<file path="config.mk">
export PLATFORM = sky130hd
export DESIGN_NAME = vedic_mul_seq_ctrl_flat
export DESIGN_NICKNAME = d
export VERILOG_FILES = /design/src/rtl/vedic_mul_seq_ctrl_if.sv /design/src/rtl/vedic_mul_seq_ctrl.sv /design/src/flat_wrapper.sv
export SDC_FILE = /design/constraint.sdc
export NUM_CORES = 1
export LEC_CHECK = 0
export ABC_CLOCK_PERIOD_IN_PS = 3500
export CAP_MARGIN = 20
export CORE_ASPECT_RATIO = 1.5
export CORE_MARGIN = 5
export CORE_UTILIZATION = 35
export CTS_CLUSTER_DIAMETER = 150
export DETAILED_ROUTE_END_ITERATION = 16
export DONT_BUFFER_PORTS = 1
export GPL_ROUTABILITY_DRIVEN = 0
export PLACE_DENSITY = 0.58
export RECOVER_POWER = 100
export SLEW_MARGIN = 0
export SYNTH_ARGS = -nofsm -noshare
export SYNTH_HDL_FRONTEND = slang
export SYNTH_SLANG_ARGS = --single-unit
</file>
<file path="constraint.sdc">
create_clock -name clk -period 3.5 [get_ports clk]
set_input_delay 0.35 -clock clk [delete_from_list [all_inputs] [get_ports clk]]
set_output_delay 0.35 -clock clk [all_outputs]
set_load 0.03 [all_outputs]
</file>
<file path="src/rtl/vedic_mul_seq_ctrl_if.sv">
// Operand/result handshake bundle for the sequential Vedic multiplier controller.
// master = producer/consumer side, slave = controller side.
interface vedic_mul_seq_ctrl_if #(
  parameter int WIDTH = 8
);
  logic                 in_valid;
  logic                 in_ready;
  logic [WIDTH-1:0]     a_in;
  logic [WIDTH-1:0]     b_in;
  logic                 out_valid;
  logic                 out_ready;
  logic [2*WIDTH-1:0]   product;
  logic                 busy;

  modport master (
    output in_valid, a_in, b_in, out_ready,
    input  in_ready, out_valid, product, busy
  );

  modport slave (
    input  in_valid, a_in, b_in, out_ready,
    output in_ready, out_valid, product, busy
  );
endinterface

</file>
<file path="src/rtl/vedic_mul_seq_ctrl.sv">
// WIDTH x WIDTH unsigned multiplier time-multiplexing one 2-bit Vedic core.
// Optional macro VEDIC_SEQ_ZERO_SKIP_EN: zero operands bypass CALC straight to DONE.

module multip_2bit (
  input  logic [1:0] a,
  input  logic [1:0] b,
  output logic [3:0] q
);
  logic w_p0, w_p1, w_p2, w_p3, w_c;
  assign w_p0 = a[0] & b[0];
  assign w_p1 = a[1] & b[0];
  assign w_p2 = a[0] & b[1];
  assign w_p3 = a[1] & b[1];
  assign w_c  = w_p1 & w_p2;
  assign q    = {w_p3 & w_c, w_p3 ^ w_c, w_p1 ^ w_p2, w_p0};
endmodule

// state  | meaning
// S_IDLE | waiting for an operand pair, in_ready high
// S_CALC | one digit pair per cycle accumulated into r_acc
// S_DONE | product presented, waiting for out_ready
module vedic_mul_seq_ctrl #(
  parameter int WIDTH = 8
) (
  input logic               clk,
  input logic               rst_n,
  vedic_mul_seq_ctrl_if.slave bus
);
  localparam int N  = WIDTH / 2;
  localparam int IW = (N > 1) ? $clog2(N) : 1;
  localparam int PW = 2 * WIDTH;
  localparam int SW = IW + 2;
  localparam logic [IW-1:0] LAST = IW'(N - 1);

  typedef enum logic [1:0] {S_IDLE, S_CALC, S_DONE} state_t;

  state_t            r_state, w_next;
  logic [WIDTH-1:0]  r_a, r_b;
  logic [PW-1:0]     r_acc, r_product;
  logic [IW-1:0]     r_i, r_j;

  logic              w_accept, w_last, w_zero;
  logic [WIDTH-1:0]  w_a_sh, w_b_sh;
  logic [1:0]        w_core_a, w_core_b;
  logic [3:0]        w_q;
  logic [SW-1:0]     w_shift;
  logic [PW-1:0]     w_pp, w_acc_nxt;

`ifdef VEDIC_SEQ_ZERO_SKIP_EN
  assign w_zero = (bus.a_in == '0) || (bus.b_in == '0);
`else
  assign w_zero = 1'b0;
`endif

  assign w_accept = (r_state == S_IDLE) && bus.in_valid;
  assign w_last   = (r_i == LAST) && (r_j == LAST);

  // Shifting rather than part-selecting keeps the digit pick legal for WIDTH=2.
  assign w_a_sh   = r_a >> {r_i, 1'b0};
  assign w_b_sh   = r_b >> {r_j, 1'b0};
  assign w_core_a = (r_state == S_CALC) ? w_a_sh[1:0] : 2'b00;
  assign w_core_b = (r_state == S_CALC) ? w_b_sh[1:0] : 2'b00;

  multip_2bit u_core (
    .a (w_core_a),
    .b (w_core_b),
    .q (w_q)
  );

  assign w_shift   = SW'({r_i, 1'b0}) + SW'({r_j, 1'b0});
  assign w_pp      = PW'(w_q) << w_shift;
  assign w_acc_nxt = r_acc + w_pp;

  always_ff @(posedge clk or negedge rst_n) begin
    if (!rst_n) r_state <= S_IDLE;
    else        r_state <= w_next;
  end

  always_comb begin
    w_next = r_state;
    case (r_state)
      S_IDLE: if (bus.in_valid) w_next = w_zero ? S_DONE : S_CALC;
      S_CALC: if (w_last)       w_next = S_DONE;
      S_DONE: if (bus.out_ready) w_next = S_IDLE;
      default:                  w_next = S_IDLE;
    endcase
  end

  always_ff @(posedge clk or negedge rst_n) begin
    if (!rst_n) begin
      r_a       <= '0;
      r_b       <= '0;
      r_acc     <= '0;
      r_product <= '0;
      r_i       <= '0;
      r_j       <= '0;
    end else if (w_accept) begin
      r_a   <= bus.a_in;
      r_b   <= bus.b_in;
      r_acc <= '0;
      r_i   <= '0;
      r_j   <= '0;
      if (w_zero) r_product <= '0;
    end else if (r_state == S_CALC) begin
      r_acc <= w_acc_nxt;
      if (w_last) r_product <= w_acc_nxt;
      if (r_j == LAST) begin
        r_j <= '0;
        r_i <= (r_i == LAST) ? '0 : r_i + 1'b1;
      end else begin
        r_j <= r_j + 1'b1;
      end
    end
  end

  assign bus.in_ready  = (r_state == S_IDLE);
  assign bus.out_valid = (r_state == S_DONE);
  assign bus.busy      = (r_state == S_CALC);
  assign bus.product   = r_product;
endmodule
</file>
<file path="src/flat_wrapper.sv">
// flat-port wrapper written by rule: the top's interface ports become plain ports
module vedic_mul_seq_ctrl_flat 
#(
  parameter int WIDTH = 8
)
  (clk, rst_n, bus_in_valid, bus_a_in, bus_b_in, bus_out_ready, bus_in_ready, bus_out_valid, bus_product, bus_busy);
  vedic_mul_seq_ctrl_if #(.WIDTH(WIDTH)) bus_i ();
  input logic clk;
  input logic rst_n;
  input wire logic [$bits(bus_i.in_valid)-1:0] bus_in_valid;
  input wire logic [$bits(bus_i.a_in)-1:0] bus_a_in;
  input wire logic [$bits(bus_i.b_in)-1:0] bus_b_in;
  input wire logic [$bits(bus_i.out_ready)-1:0] bus_out_ready;
  output wire logic [$bits(bus_i.in_ready)-1:0] bus_in_ready;
  output wire logic [$bits(bus_i.out_valid)-1:0] bus_out_valid;
  output wire logic [$bits(bus_i.product)-1:0] bus_product;
  output wire logic [$bits(bus_i.busy)-1:0] bus_busy;
  assign bus_i.in_valid = bus_in_valid;
  assign bus_i.a_in = bus_a_in;
  assign bus_i.b_in = bus_b_in;
  assign bus_i.out_ready = bus_out_ready;
  assign bus_in_ready = bus_i.in_ready;
  assign bus_out_valid = bus_i.out_valid;
  assign bus_product = bus_i.product;
  assign bus_busy = bus_i.busy;
  vedic_mul_seq_ctrl #(.WIDTH(WIDTH)) u_core (.clk(clk), .rst_n(rst_n), .bus(bus_i));
endmodule
</file>
; After elaboration in Yosys (flattened, before gate mapping)
; Cells that the tools add are included.
[classes]
n_addsub = 4
eq_ne = 7
shifts = 3
n_mux = 15
bitwise_logic = 9
n_reduce_logical = 8
[ops]
columns = op, count
row1 = $mux W16, 2
row2 = $mux W2, 12
row3 = $add A16 B16 Y16, 1
row4 = $shl A4 B4 Y16, 1
row5 = $shr A8 B3 Y2, 2
row6 = $and A1 B1 Y1, 6
row7 = $eq A2 B2 Y1 const B, 3
row8 = $pmux W2 S3, 1
row9 = $reduce_and A3 Y1, 2
row10 = $add A2 B1 Y2 const B, 2
row11 = $add A3 B3 Y4, 1
row12 = $ne A2 B2 Y1 const B, 2
row13 = $reduce_bool A2 Y1, 2
row14 = $eq A2 B1 Y1 const B, 1
row15 = $logic_and A1 B1 Y1, 2
row16 = $logic_not A2 Y1, 1
row17 = $ne A2 B1 Y1 const B, 1
row18 = $reduce_and A2 Y1, 1
row19 = $xor A1 B1 Y1, 2
row20 = $not A1 Y1, 1
[totals]
reg_bits = 54
inputBits = 20
word_cells = 53

; Longest topological paths before layout
[depth]
ltp_word = 9
mapped_depth = 17
mapped_depth_nobuf = 15

; Cells and area by module
; From an unflattened synthesis, not the netlist that was laid out.
[hier_totals]
cells_unflattened = 394
hier_area_um2 = 3323.2
[by_module_without_submodules]
columns = module, n_inst, cells_each, area_per_inst_um2
row1 = vedic_mul_seq_ctrl, 1, 387, 3265.6
row2 = multip_2bit, 1, 7, 57.6

; Least setup slack after synthesis
; OpenSTA, ideal clock, no wires.
[synth_path]
kind = flip-flop to flip-flop
start = register u_core.r_state[1]
end = register u_core.r_acc[12]
setup_time_ns = 0.136
t_arrival_ns = 3.486
required_time_ns = 3.364
slack_ns = -0.122
path_stages_with_launch = 18
path_buffers = 2
cell_sequence = dfrtp_1 nand2b_1 buf_2 inv_1 clkbuf_1 and3_1 ha_1 ha_1 nor2b_1 a31oi_2 nor3_1 ha_1 and2b_1 o2111ai_1 a21oi_1 a21boi_0 xor2_1 o21ai_0
[synth_via]
elab_chain_len = 9
[synth_rtl]
columns = item, line
row1 = from (decl), vedic_mul_seq_ctrl.sv:37  ; state_t r_state, w_next;
row2 = from (signal assigned), vedic_mul_seq_ctrl.sv:76  ; else r_state <= w_next;
row3 = $eq A2 B1 Y1 *, -
row4 = via bus_busy, flat_wrapper.sv:17  ; output wire logic [$bits(bus_i.busy)-1:0] bus_busy;
row5 = $mux W2 (on tied branches), "vedic_mul_seq_ctrl.sv:61, vedic_mul_seq_ctrl.sv:62"
row6 = $and A1 B1 Y1 (on tied branches), "vedic_mul_seq_ctrl.sv:11, vedic_mul_seq_ctrl.sv:12"
row7 = $and A1 B1 Y1, vedic_mul_seq_ctrl.sv:14  ; assign w_c = w_p1 & w_p2;
row8 = $xor A1 B1 Y1 or $and A1 B1 Y1 (tied branches), vedic_mul_seq_ctrl.sv:15  ; assign q = {w_p3 & w_c, w_p3 ^ w_c, w_p1 ^ w_p2, w_p0};
row9 = $shl A4 B4 Y16, vedic_mul_seq_ctrl.sv:71  ; assign w_pp = PW'(w_q) << w_shift;
row10 = $add A16 B16 Y16, vedic_mul_seq_ctrl.sv:72  ; assign w_acc_nxt = r_acc + w_pp;
row11 = $mux W16, vedic_mul_seq_ctrl.sv:104  ; end else if (r_state == S_CALC) begin
row12 = $mux W16, vedic_mul_seq_ctrl.sv:97  ; end else if (w_accept) begin
row13 = to (signal assigned), vedic_mul_seq_ctrl.sv:105  ; r_acc <= w_acc_nxt;
row14 = to (decl), vedic_mul_seq_ctrl.sv:39  ; logic [PW-1:0] r_acc, r_product;
; Mark *: on every way through the listed nets, which the timed path passes. The rest lies on a longest branch. The select of a mux whose other input is x is not followed.
; A chain may end at the register's enable or synchronous reset.

; Worst setup path in the final report
[layout_path]
start = register u_core.r_i[0]
end = register u_core.r_acc[8]
[layout_via]
elab_chain_len = 9
[layout_rtl]
columns = item, line
row1 = from (decl), vedic_mul_seq_ctrl.sv:40  ; logic [IW-1:0] r_i, r_j;
row2 = from (signal assigned), vedic_mul_seq_ctrl.sv:109  ; r_i <= (r_i == LAST) ? '0 : r_i + 1'b1;
row3 = $shr A8 B3 Y2, vedic_mul_seq_ctrl.sv:59  ; assign w_a_sh = r_a >> {r_i, 1'b0};
row4 = $mux W2, vedic_mul_seq_ctrl.sv:61  ; assign w_core_a = (r_state == S_CALC) ? w_a_sh[1:0] : 2'b00;
row5 = $and A1 B1 Y1 (on tied branches), "vedic_mul_seq_ctrl.sv:11, vedic_mul_seq_ctrl.sv:12"
row6 = $and A1 B1 Y1, vedic_mul_seq_ctrl.sv:14
row7 = $xor A1 B1 Y1 or $and A1 B1 Y1 (tied branches), vedic_mul_seq_ctrl.sv:15
row8 = $shl A4 B4 Y16 *, vedic_mul_seq_ctrl.sv:71
row9 = $add A16 B16 Y16 *, vedic_mul_seq_ctrl.sv:72
row10 = $mux W16 *, vedic_mul_seq_ctrl.sv:104
row11 = $mux W16 *, vedic_mul_seq_ctrl.sv:97
; Every way passes the cells marked *; elsewhere a longest branch is shown, timed or not. The select of a mux whose other input is x is not followed.

==> key figures <==
Synth
  • Asr flop ratio synth: 100%
  • Area leader, netlist: dfrtp_1
  • Most common cell in the synthesized netlist: dfrtp_1
  • Yosys reg bits: 54
  • Top post-synthesis cells by area: dfrtp_1, ha_1, nand2_1
  • Post-synthesis sequential area ratio: 44.1%
  • Synth Warn #: 0
  • Post-Syn Area: 3070 um2
  • Post-synth top cells: dfrtp_1, nand2_1, o21ai_0
  • Yosys cell types: 43
  • Yosys top cell area share: 44.1%
  • Post-synth EDFFs: 0
  • Top_reg_cell synth: dfrtp_1
  • Syn_nets: 350
  • Gate Count Post-Synth: 307
  • Synthesized area per cell: 9.99 um2

Worst setup path
  • RR Endpoint: u_core.r_acc[8]
  • CP max FO: 3
  • Crit-path leading delay family: simple AND/OR/NAND/NOR gates
  • Critical path buffers and inverters: 0
  • CP most frequent cell: ha_4
  • CP arrival: 3.62 ns
  • R2R Path Start: u_core.r_i[0]
  • R2r setup slk: 0.04 ns
  • CP endpoint kind: flop
  • Worst setup SP type: flop
  • Crit Path Category: reg -> reg
  • R2R depth: 14
  • Critical Path RT: 3.66 ns
  • CP cell instances: mux4_2, and3_4, ha_4, ha_4, nor2b_4, a31oi_4, nor3_2, ha_1, and2b_1, o2111ai_2, nand2_1, a21boi_1, xor2_1, o22ai_1
  • Delay of the slowest critical-path stage: 0.55 ns
  • Crit-path slowest cell: mux4_2

GRT
  • First-pass GRT wire length: 12100 um
  • Initial antenna violation count: 0
  • GR Overflow Total: 0
  • Overall routing resource usage: 14.2%
  • Largest net degree at the start of global routing: 55
  • Vias in the first global route: 2444

STA
  • Slew HR: -56.0%
  • Highest clock rate: 289 MHz
  • Period utilisation layout: 98.9%
  • Fin. max-slew vios: 55
  • Worst Skew: 0.00482 ns
  • Fin Hold WS: 0.170 ns
  • Fin crit period: 3.46 ns
  • Final setup fails: 0
  • Worst-margin pin slew: 2.34 ns
  • RSZ-0062 raised after global routing: yes
  • Fin. Hold Viols: 0

Route
  • WL/cell: 16.5 um
  • Residual DRC: 0
  • Vias: 2329
  • Drt via density: 5.19
  • Starting DRT DRC Count: 108
  • Number of routed nets with antenna violations: 0
  • Pre-antenna DRT Iters: 4
  • DRT Wirelength: 7390 um

Worst hold path
  • Class of the worst hold path: in -> reg
  • Worst Min Path Start: bus_out_ready
  • Hold Path Depth: 1
  • Hold Path Sink: u_core.r_state[1]

Clock tree
  • Root Buffer Master: clkbuf_16
  • CTS tree: done
  • Maximum buffer depth of the clock tree: 2
  • Worst-path clk slew: 0.07 ns
  • H-tree depth: 2
  • CTS buffer count: 5
  • Clock latency at the later pin of the worst-skew pair: 0.29 ns
  • Clk sink count: 54

Power and ir drop
  • Cell area power density: 1070 nW/um2
  • VDD IR max: 0.511 mV
  • Leakage Power: 1.67 nW

Floorplanning
  • Std cell rows: 41
  • Die Span X: 86.4 um
  • Core ar.: 8460 um2
  • Initial Utilization: 36.2%
  • Die extent in y: 125 um
  • I/O pin count: 39
  • Die area: 10800 um2

Finish
  • Filler Cells Inserted: 798
  • Area grow syn2layout: 23.6%
  • Diode count: 0
  • Fin nets: 385
  • Post-layout util: 44.8%
  • Share of cells above drive strength 1: 28.1%

Place
  • Number of port buffers: 0
  • DP HPWL: 5460 um

Run
  • Maxcap violations: 1

Run status
  • Failing checks: capacitance limit, slew limit
  • Run status: finished, violations left
sequential cells by signal, indices dropped and copies added (netlist names):
name / flops
u_core.bus.product: 16
u_core.r_a: 8
u_core.r_acc: 16
u_core.r_b: 8
u_core.r_i: 2
u_core.r_j: 2
u_core.r_state: 2
area by class of cell:
cell class | count | area (um2) | share of cell area [%]
repair buffers | 41 | 315 | 8.32
flip-flops and latches | 54 | 1350 | 35.7
multi-input cells | 235 | 1830 | 48.4
inverters | 5 | 18.8 | 0.495
clock inverters | 1 | 7.51 | 0.198
clock buffers | 6 | 129 | 3.40
well taps | 107 | 134 | 3.53
worst max-delay path by stage:
stage               slack, ns  cells after the start          endpoint     startpoint
CTS                     -0.01                     12  u_core.r_acc[10]  u_core.r_i[0]
global placement        -0.25                     12  u_core.r_acc[12]  u_core.r_i[0]
detailed placement      -0.32                     14  u_core.r_acc[14]  u_core.r_i[0]
finish                   0.04                     14   u_core.r_acc[8]  u_core.r_i[0]
floorplan                0.05                     14  u_core.r_acc[12]  u_core.r_j[0]
global route             -0.1                     14   u_core.r_acc[8]  u_core.r_i[0]
cell families after synthesis:
kind of cell,share of synthesized area (%)
AOI/OAI and AO/OA,14.6
buffers and inverters,2.53
xor gates and xnor gates,4.29
DFF,44.1
and+or+nand+nor,14.5
adders and majority gates,9.88
muxes,10.2
stage by stage:
step	cells	TNS (ns)	setup WS (ns)	area [um2]	total power [mW]
6_report	449	0	0.0381	3790	4.04
5_1_grt	449	-0.825	-0.0977	3790	4.34
4_1_cts	448	-0.0270	-0.0149	3710	3.87
3_5_place_dp	434	-2.84	-0.324	3390	3.16
3_3_place_gp	434	-1.50	-0.255	3390	3.10
2_1_floorplan	307	0	0.0463	3070	2.50
what timing repair did:
| item | CTS | global route |
|---|---|---|
| endpoints found under the hold margin | 54 | 0 |
| gates resized for setup | 30 | 21 |
| setup endpoints to repair | 20 | 23 |
| hold buffers | 2 | 0 |
| pin swaps | 22 | 25 |
| buffers inserted | 5 | 1 |
layout by cell type (no fill, tap or decap), types with 2 or more instances in the layout:
cell and count:
dfrtp_1 53, nand2_1 51, buf_4 35, o21ai_0 19
mux2_2 17, ha_1 16, nor2_1 13, a21oi_1 12
o22ai_1 10, o21ai_1 9, xor2_1 8, and2_1 6
nand2b_1 5, inv_1 5, a21o_1 5, xnor2_1 5
ha_4 5, clkbuf_16 5, mux4_2 4, nor3_1 4
nand3_1 4, mux2i_1 3, a21oi_2 3, clkbuf_1 3
and3_4 2, or3_1 2, nor2_2 2, a21oi_4 2
o21ai_2 2, xnor2_2 2, buf_6 2
worst reg2reg max path, cell delays in order (launching register included):
cell and delay [ns]:
dfrtp_2 0.42, mux4_2 0.55, and3_4 0.20, ha_4 0.16, ha_4 0.26, nor2b_4 0.15
a31oi_4 0.05, nor3_2 0.17, ha_1 0.28, and2b_1 0.20, o2111ai_2 0.25, nand2_1 0.12
a21boi_1 0.18, xor2_1 0.22, o22ai_1 0.12
report_power, final:
part | internal [mW] | switching, mW | leakage [nW]
clock network | 0.262 | 0.228 | 0.0629
logic | 1.15 | 1.19 | 0.925
registers | 0.897 | 0.321 | 0.684
total | 2.31 | 1.74 | 1.67
layer usage:
metal	track usage (%)	up-vias	share of wire, %	routed length, um
met5	0	-	0	0
met4	5.05	0	2.3	172
met3	2.78	10	3.2	235
met2	25.8	39	55	4060
met1	15.9	1128	40	2930
li1	-	1152	-	-
No activity file was read; power rests on OpenSTA's default activity.
